$ cat config.mk
export PLATFORM = sky130hd
export DESIGN_NAME = uart_cmd_bridge
export DESIGN_NICKNAME = d
export VERILOG_FILES = /design/src/rtl/uart_cmd_bridge.sv
export SDC_FILE = /design/constraint.sdc
export NUM_CORES = 1
export LEC_CHECK = 0
export BUFFER_PORTS_ARGS = -buffer_cell sky130_fd_sc_hd__buf_4
export CELL_PAD_IN_SITES_DETAIL_PLACEMENT = 2
export CELL_PAD_IN_SITES_GLOBAL_PLACEMENT = 2
export CORE_ASPECT_RATIO = 0.5
export CORE_MARGIN = 2
export CORE_UTILIZATION = 41
export DETAILED_ROUTE_END_ITERATION = 10
export PLACE_DENSITY = 0.71
export SYNTH_ARGS = -nofsm -noshare
export SYNTH_HDL_FRONTEND = slang
export SYNTH_SLANG_ARGS = --single-unit
$ cat constraint.sdc
create_clock -name clk_100 -period 3.2 [get_ports clk_100]
set_input_delay 0.32 -clock clk_100 [delete_from_list [all_inputs] [get_ports clk_100]]
set_output_delay 0.32 -clock clk_100 [all_outputs]
set_load 0.1 [all_outputs]
$ cat src/rtl/uart_cmd_bridge.sv
`timescale 1ns/1ps
// uart_cmd_bridge: decodes UART command packets, queues WRITE payload bytes
// for a downstream consumer, captures serial channel data into bytes and
// sends capture/status bytes back through a paced transmit queue.
module uart_cmd_bridge #(
  parameter int DEPTH       = 16,
  parameter int N_CH        = 2,
  parameter int TIMEOUT_CYC = 100000
) (
  input  logic                    clk_100,
  input  logic                    Reset,
  input  logic [7:0]              rx_byte,
  input  logic                    rx_ready,
  output logic [7:0]              tx_byte,
  output logic                    tx_en,
  input  logic                    tx_busy,
  output logic [7:0]              cmd_data,
  output logic                    cmd_valid,
  input  logic                    cmd_ready,
  input  logic [N_CH-1:0]         data_in,
  input  logic                    data_strobe,
  output logic                    busy,
  output logic                    err,
  output logic [$clog2(DEPTH):0]  cmd_level
);

  localparam int AW = $clog2(DEPTH);
  localparam int TW = $clog2(TIMEOUT_CYC + 1);
  localparam logic [AW:0]   FULL_CNT = (AW+1)'(DEPTH);
  localparam logic [TW-1:0] TO_LAST  = TW'(TIMEOUT_CYC - 1);

  typedef enum logic [2:0] {
    IDLE,
    GET_LEN,
    PAYLOAD,
    GET_N,
    CAPTURE
  } state_t;

  state_t state, state_nxt;

  logic [7:0]    len_cnt, len_nxt;
  logic [7:0]    n_cnt, n_nxt;
  logic [2:0]    bit_cnt, bit_nxt;
  logic [7:0]    shreg, shreg_nxt;
  logic [3:0]    ch, ch_nxt;
  logic [TW-1:0] to_cnt, to_nxt;

  logic          cmd_push, tx_push, flush, status_op, err_set;
  logic [7:0]    tx_wdata;
  logic          waiting, to_expire;
  logic [N_CH-1:0] ch_sel;
  logic          cap_bit;
  logic [7:0]    status_byte;

  // Command queue (first-word-fall-through)
  logic [7:0]    cmd_mem [DEPTH];
  logic [AW-1:0] cmd_wp, cmd_rp;
  logic [AW:0]   cmd_cnt;
  logic          cmd_full, cmd_empty, cmd_wr, cmd_rd;

  // Transmit queue
  logic [7:0]    txq_mem [DEPTH];
  logic [AW-1:0] txq_wp, txq_rp;
  logic [AW:0]   txq_cnt;
  logic          txq_full, txq_empty, txq_wr, tx_send;
  logic          tx_en_d1;

  assign cmd_full  = (cmd_cnt == FULL_CNT);
  assign cmd_empty = (cmd_cnt == '0);
  assign cmd_valid = ~cmd_empty;
  assign cmd_data  = cmd_empty ? 8'h00 : cmd_mem[cmd_rp];
  assign cmd_level = cmd_cnt;
  assign cmd_wr    = cmd_push & ~cmd_full;
  // A flush discards the whole queue, so a concurrent pop has nothing to take.
  assign cmd_rd    = cmd_valid & cmd_ready & ~flush;

  assign txq_full  = (txq_cnt == FULL_CNT);
  assign txq_empty = (txq_cnt == '0);
  assign txq_wr    = tx_push & ~txq_full;
  // Leave two quiet cycles after each pulse so the transmitter can raise busy.
  assign tx_send   = ~txq_empty & ~tx_busy & ~tx_en & ~tx_en_d1;

  assign busy        = (state != IDLE);
  assign ch_sel      = data_in >> ch;
  assign cap_bit     = ch_sel[0];
  assign status_byte = {err, cmd_full, cmd_empty, txq_empty, 4'b0000};
  assign waiting     = (state == GET_LEN) || (state == PAYLOAD) || (state == GET_N);
  assign to_expire   = waiting && !rx_ready && (to_cnt == TO_LAST);

  // State register
  always_ff @(posedge clk_100) begin
    if (Reset) state <= IDLE;
    else       state <= state_nxt;
  end

  // Packet decode: next state, counter updates and queue requests
  always_comb begin
    state_nxt = state;
    len_nxt   = len_cnt;
    n_nxt     = n_cnt;
    bit_nxt   = bit_cnt;
    shreg_nxt = shreg;
    ch_nxt    = ch;
    to_nxt    = (waiting && !rx_ready) ? to_cnt + 1'b1 : '0;
    cmd_push  = 1'b0;
    tx_push   = 1'b0;
    tx_wdata  = shreg;
    flush     = 1'b0;
    status_op = 1'b0;
    err_set   = 1'b0;
    case (state)
      IDLE: begin
        if (rx_ready) begin
          if (rx_byte == 8'h01) begin
            state_nxt = GET_LEN;
          end else if (rx_byte[7:4] == 4'h1 && int'(rx_byte[3:0]) < N_CH) begin
            ch_nxt    = rx_byte[3:0];
            state_nxt = GET_N;
          end else if (rx_byte == 8'h20) begin
            status_op = 1'b1;
            tx_push   = 1'b1;
            tx_wdata  = status_byte;
          end else if (rx_byte == 8'h30) begin
            flush = 1'b1;
          end else begin
            err_set = 1'b1;
          end
        end
      end
      GET_LEN: begin
        if (rx_ready) begin
          if (rx_byte == 8'h00) begin
            state_nxt = IDLE;
          end else begin
            len_nxt   = rx_byte;
            state_nxt = PAYLOAD;
          end
        end else if (to_expire) begin
          state_nxt = IDLE;
          err_set   = 1'b1;
        end
      end
      PAYLOAD: begin
        if (rx_ready) begin
          cmd_push = 1'b1;
          len_nxt  = len_cnt - 8'd1;
          if (len_cnt == 8'd1) state_nxt = IDLE;
        end else if (to_expire) begin
          state_nxt = IDLE;
          err_set   = 1'b1;
        end
      end
      GET_N: begin
        if (rx_ready) begin
          if (rx_byte == 8'h00) begin
            state_nxt = IDLE;
          end else begin
            n_nxt     = rx_byte;
            bit_nxt   = 3'd0;
            state_nxt = CAPTURE;
          end
        end else if (to_expire) begin
          state_nxt = IDLE;
          err_set   = 1'b1;
        end
      end
      CAPTURE: begin
        if (rx_ready) err_set = 1'b1;
        if (data_strobe) begin
          shreg_nxt = {shreg[6:0], cap_bit};
          bit_nxt   = bit_cnt + 3'd1;
          if (bit_cnt == 3'd7) begin
            tx_push  = 1'b1;
            tx_wdata = {shreg[6:0], cap_bit};
            n_nxt    = n_cnt - 8'd1;
            if (n_cnt == 8'd1) state_nxt = IDLE;
          end
        end
      end
      default: state_nxt = IDLE;
    endcase
  end

  // Packet counters, capture shift register and sticky error flag
  always_ff @(posedge clk_100) begin
    if (Reset) begin
      len_cnt <= '0;
      n_cnt   <= '0;
      bit_cnt <= '0;
      shreg   <= '0;
      ch      <= '0;
      to_cnt  <= '0;
      err     <= 1'b0;
    end else begin
      len_cnt <= len_nxt;
      n_cnt   <= n_nxt;
      bit_cnt <= bit_nxt;
      shreg   <= shreg_nxt;
      ch      <= ch_nxt;
      to_cnt  <= to_nxt;
      // STATUS clears the flag, but any error raised in that cycle wins.
      err     <= (status_op ? 1'b0 : err) | err_set | (cmd_push & cmd_full)
                 | (tx_push & txq_full);
    end
  end

  // Command queue pointers and occupancy
  always_ff @(posedge clk_100) begin
    if (Reset) begin
      cmd_wp  <= '0;
      cmd_rp  <= '0;
      cmd_cnt <= '0;
    end else if (flush) begin
      cmd_rp  <= cmd_wp;
      cmd_cnt <= '0;
    end else begin
      if (cmd_wr) cmd_wp <= cmd_wp + 1'b1;
      if (cmd_rd) cmd_rp <= cmd_rp + 1'b1;
      cmd_cnt <= cmd_cnt + (AW+1)'(cmd_wr) - (AW+1)'(cmd_rd);
    end
  end

  // Command queue storage
  always_ff @(posedge clk_100) begin
    if (cmd_wr) cmd_mem[cmd_wp] <= rx_byte;
  end

  // Transmit queue pointers and occupancy
  always_ff @(posedge clk_100) begin
    if (Reset) begin
      txq_wp  <= '0;
      txq_rp  <= '0;
      txq_cnt <= '0;
    end else begin
      if (txq_wr)  txq_wp <= txq_wp + 1'b1;
      if (tx_send) txq_rp <= txq_rp + 1'b1;
      txq_cnt <= txq_cnt + (AW+1)'(txq_wr) - (AW+1)'(tx_send);
    end
  end

  // Transmit queue storage
  always_ff @(posedge clk_100) begin
    if (txq_wr) txq_mem[txq_wp] <= tx_wdata;
  end

  // Transmit pacing: one-cycle start pulse with the byte presented alongside
  always_ff @(posedge clk_100) begin
    if (Reset) begin
      tx_en    <= 1'b0;
      tx_en_d1 <= 1'b0;
      tx_byte  <= 8'h00;
    end else begin
      tx_en    <= tx_send;
      tx_en_d1 <= tx_en;
      if (tx_send) tx_byte <= txq_mem[txq_rp];
    end
  end

endmodule

Yosys cells after proc, flatten, opt, wreduce, memory -nomap -nowiden

Memories as Yosys holds them, arrays and structs flattened. A register that Yosys moved wholly into a read port is not among the register bits.
Cells that the tools add are included.

Register bits after elaboration: 80
RAM bits: 256
Bits of input ports: 16
Output and inout port bits: 25
Logic and storage cells: 169
Memories: 2

Add/subtract/negate cells: 12
$lt $le $gt $ge: 1
Equal/unequal tests: 25
Shift operators: 1
Mux-type cells: 66
Bitwise logic cells: 22
Reduce and logical (&&, ||, !) cells: 24

Memory list:

| memory  | words | width | read ports | clocked after memory_dff | write ports | line | text |
|---|---|---|---|---|---|---|---|
| cmd_mem | 16    | 8     | 1          | 1                        | 1           | 57   | `logic [7:0] cmd_mem [DEPTH];` |
| txq_mem | 16    | 8     | 1          | 1                        | 1           | 63   | `logic [7:0] txq_mem [DEPTH];` |

Operators by type and width:

| operator                                                           | number |
|---|---|
| 8-bit two-way mux                                                  | 12 |
| 8-bit one-hot mux with 2 select lines                              | 3 |
| 3-bit two-way mux                                                  | 15 |
| 1-bit two-way mux                                                  | 27 |
| 8-bit by 1-bit == test with 1-bit output, second input constant    | 3 |
| 2-bit inequality test, second input constant                       | 9 |
| 17-bit by 1-bit adder with 17-bit output, second input constant    | 1 |
| 17-bit == test, second input constant                              | 1 |
| 4-bit by 1-bit adder with 4-bit output, second input constant      | 4 |
| 8-bit by 6-bit == test with 1-bit output, second input constant    | 2 |
| 4-bit two-way mux                                                  | 4 |
| 8-bit by 1-bit subtractor with 8-bit output, second input constant | 2 |
| 3-bit one-hot mux with 5 select lines                              | 1 |
| 4-bit AND reduction                                                | 3 |
| 5-bit by 1-bit adder with 5-bit output                             | 2 |
| 5-bit == test, second input constant                               | 2 |
| 5-bit logical NOT                                                  | 2 |
| 1-bit NOT                                                          | 10 |
| 5-bit by 1-bit subtractor with 5-bit output                        | 2 |
| 1-bit bitwise AND                                                  | 9 |
| 8-bit logical NOT                                                  | 1 |
| 3-bit by 2-bit == test with 1-bit output, second input constant    | 2 |
| 3-bit == test, second input constant                               | 2 |
| 3-bit one-hot mux with 2 select lines                              | 1 |
| 22 further kinds                                                   | 31 |

Depth between registers and ports, before layout

Depth in word-level cells: 13
Mapped depth: 15
Gate-level depth less buffers: 14

Worst setup path after synthesis

Ideal clock, no wire load.

Path type: reg-to-output
Start: reg cmd_cnt[2], in the netlist cmd_level[2]
End: out cmd_data[0]
Data arrival time: 3.420 ns
Data required time: 2.880 ns
Path slack: -0.540 ns
Cell stages (with the launch flop): 6
Path buffers: 1
Path through: dfxtp_1 > inv_1 > ha_1 > or4b_2 > clkbuf_1 > and2_1

Cells in the longest elaborated chain, start to end: 2

RTL lines:

| what                     | line | text |
|---|---|---|
| start: declaration       | 59   | `logic [AW:0] cmd_cnt;` |
| start signal: assignment | 220  | `cmd_cnt <= cmd_cnt + (AW+1)'(cmd_wr) - (AW+1)'(cmd_rd);` |
| 5-bit logical NOT        | 70   | `assign cmd_empty = (cmd_cnt == '0);` |
| 8-bit two-way mux        | 72   | `assign cmd_data = cmd_empty ? 8'h00 : cmd_mem[cmd_rp];` |
| end: declaration         | 17   | `output logic [7:0] cmd_data,` |

No other way between the ends.

==> metrics.md <==
| Metric | Value |
|---|---|
| Tot GR Track Use | 21.5% |
| Layout cells sized above 1 | a little over a fifth |
| Post-CTS sizing | 0 |
| Max Slew Vio Count | 0 |
| Final GP Congestion | 0.788 |
| Row count | 48 |
| CP endpoint | cmd_data[4] |
| R2r setup slk | 160 ps |
| Leading cell type in the layout, fill and taps excluded | edfxtp_1 |
| Top layer reached by signal wires | met5 |
| Power Density | ~800 mW/mm^2 |
| Cts bufs inserted | 34 |
| Crit end category | primary output |
| Vias in the first global route | 9,524 |
| Core area | 0.0347 mm^2 |
| Final Hold Violating Endpoints | 0 |
| Die W | 270 um |
| Startpoint types | flip-flop |
| Router iterations before antenna repair | 4 |
| Grt total ovfl | 0 |
| Cell area after synthesis | 0.0145 mm^2 |
| Final nets | 1,134 |
| Cell depth of the worst flop-to-flop path | 14 |
| Reg clk slew, reported paths | 70 ps |
| P&R area growth vs syn | 16.1% |
| Via/cell ratio | ~5.6 |
| Routed met1 length | roughly 17,000 um |
| Total Die Area | 0.0371 mm^2 |
| Cts hold-fix bufs | 0 |
| Required time of the critical path | 2880 ps |
| Worst Tran Pin Value | just over 800 ps |
| Status | completed |
| Cells after Synth | 994 |
| Syn Nets | ~1,000 |
| Setup bufs post-CTS | 0 |
| Sequential cell area | 0.00953 mm^2 |
| Port Buffers | 40 |
| Max clock buf depth | 3 |
| Synth Area per Inst | 14.6 um^2 |
| Maximum VDD drop | 0.000502 V |
| Flops & latches, synth | 348 |
| Placed insts | 1,525 |
| Post-synth EDFFs | 256 |
| Fin Setup TNS | 0 ps |
| Final setup violation count | 0 |
| Final Skew | 19.4 ps |
| CTS tree | built |
| Min-Delay Path Class | input port to flip-flop |
| Worst hold margin | 95.7 ps |
| Leading cell types in the layout, fill and taps excluded | edfxtp_1 (256), buf_4 (105), nor2_1 (89), dfxtp_1 (88), mux4_2 (72) |
| Routed len/inst | 24.6 um |
| Static Leak | around 5.7 nW |
| Period minus WS final | between 3000 and 4000 ps |
| DRC viols | 0 |
| Crit path DAT | 2730 ps |
| Die Y | between 100 and 150 um |
| Post-route cell area | 0.0169 mm^2 |
| H-tree depth | 2 |
| DP HPWL | around 26,000 um |
| Routed vias | 8,851 |
| Slew margin rel. | around 46% |
| Cell variety after synth | between 60 and 70 |
| Met3 WL | 1330 um |
| Antenna fix cells | 0 |
| CTS root buf | clkbuf_16 |
| Multi-input logic area | 0.00471 mm^2 |
| Final worst-path cycle share | 95.2% |
| DRT Wirelength | 39,100 um |
| Starting density of the core | between 40% and 50% |
| F_max | between 300 and 400 MHz |
| Main synth FF type | edfxtp_1 |
| 1st-iter DRT viols | 538 |
| Met2 WL | 20,100 um |
| Kind of critical path | flip-flop to primary output |
| First-pass GRT wire length | 59,800 um |
| RSZ-0062 raised after global routing | true |
| Final Non-Filler Cells | 1,586 |
| Yosys warning count | 0 |
| Pin count of the biggest net entering global routing | 36 |
| Initial antenna violation count | 1 |
| DP Area | 0.0157 mm^2 |
| Async SR Flop Fraction | 0% |
| Crit Path Max Fanout | 14 |
| Sequential cell area fraction in the yosys report | 65.5% |
| Worst R2R End | cmd_level[4]$_SDFF_PP0_ |
| Antenna-violating nets left | 0 |
| CTS sink cnt | 348 |
| Reg-to-Reg Start | cmd_level[3]$_SDFF_PP0_ |
| Max_cap viols | 0 |
| Number of I/O pins | 41 |
| Skew-Pair Late Insertion Delay | 530 ps |
| Fillers | 3,303 |
==> worst min-delay path by stage <==
stage / end / startpoint / cells past startpoint / slack (ps)
global route: cmd_mem[0][4]$_DFFE_PP_ / rx_byte[4] / 1 / 80
global placement: ch[3]$_SDFFE_PP0P_ / ch[3]$_SDFFE_PP0P_ / 1 / 440
floorplan: cmd_mem[0][0]$_DFFE_PP_ / rx_byte[0] / 0 / 420
CTS: cmd_mem[0][4]$_DFFE_PP_ / rx_byte[4] / 1 / 70
finish: cmd_mem[0][4]$_DFFE_PP_ / rx_byte[4] / 1 / 100
detailed placement: to_cnt[0]$_SDFF_PP0_ / to_cnt[0]$_SDFF_PP0_ / 1 / 460
==> logic make-up after synthesis <==
| group | count (synthesis) | share of synthesized area [%] |
|---|---|---|
| flops | 348 | 65.5 |
| simple gates | 283 | 9.82 |
| compound gates | 141 | 6.11 |
| buf+inv | 80 | 2.19 |
| mux | 79 | 11.6 |
| xor+xnor | 32 | 1.93 |
| fa+ha+maj | 31 | 2.77 |
==> where the power goes <==
group	leakage, nW	internal (mW)	switching (mW)
sequential	3.18	5.00	0.214
combinational	2.03	1.40	2.51
clock	0.535	2.35	1.76
total	5.74	8.74	4.48
==> stage by stage <==
stage / setup WS, ps / power, mW / util [%]
after floorplan: 38.1 / 8.10 / -
after global placement: 39.6 / 9.03 / 45.3
after detailed placement: -117 / 9.18 / 45.3
after CTS: 61.1 / 13.3 / 48.5
after global routing: -32.0 / 13.8 / 48.6
final: 153 / 13.2 / 48.6
==> layout make-up <==
cell class	instances	share of cell area, %
Sequential cell	348	56.5
Multi-Input combinational cell	566	27.9
Clock buffer	43	5.36
Timing Repair Buffer	107	4.93
Tap cell	475	3.52
Clock inverter	17	1.19
Inverter	30	0.667
==> flip-flops by register name (all words and copies together), names as in the netlist, 4 cells and up, named ones only <==
name,count
txq_mem,128
cmd_rp,4
txq_wp,4
to_cnt,17
ch,4
n_cnt,8
shreg,8
cmd_wp,4
txq_rp,4
cmd_level,5
tx_byte,8
len_cnt,8
txq_cnt,5
cmd_mem,128
==> critical path: stages (launching register included) <==
cell,delay [ps]
dfxtp_2,510
clkbuf_16,270
mux4_2,540
mux4_2,480
and2_1,170
buf_4,230
==> Yosys cell counts (17+ instances only) <==
master / instances / area [um^2]
a22oi_1: 18 / 135
nor2_1: 89 / 334
edfxtp_1: 256 / 7690
a21oi_1: 60 / 300
nand2_1: 60 / 225
and2_1: 24 / 150
inv_1: 29 / 109
clkbuf_1: 35 / 131
nor3_1: 17 / 85.1
dfxtp_1: 92 / 1840
ha_1: 29 / 363
nand3_1: 24 / 120
mux4_2: 72 / 1620
o21ai_0: 18 / 90.1
==> metal layers <==
layer | vias up | GRT usage [%]
li1 | 3986 | -
met1 | 4645 | 27.3
met2 | 161 | 38.7
met3 | 57 | 3.40
met4 | 2 | 5.40
met5 | - | 0
Note: power is estimated with default switching activity, not from simulation.
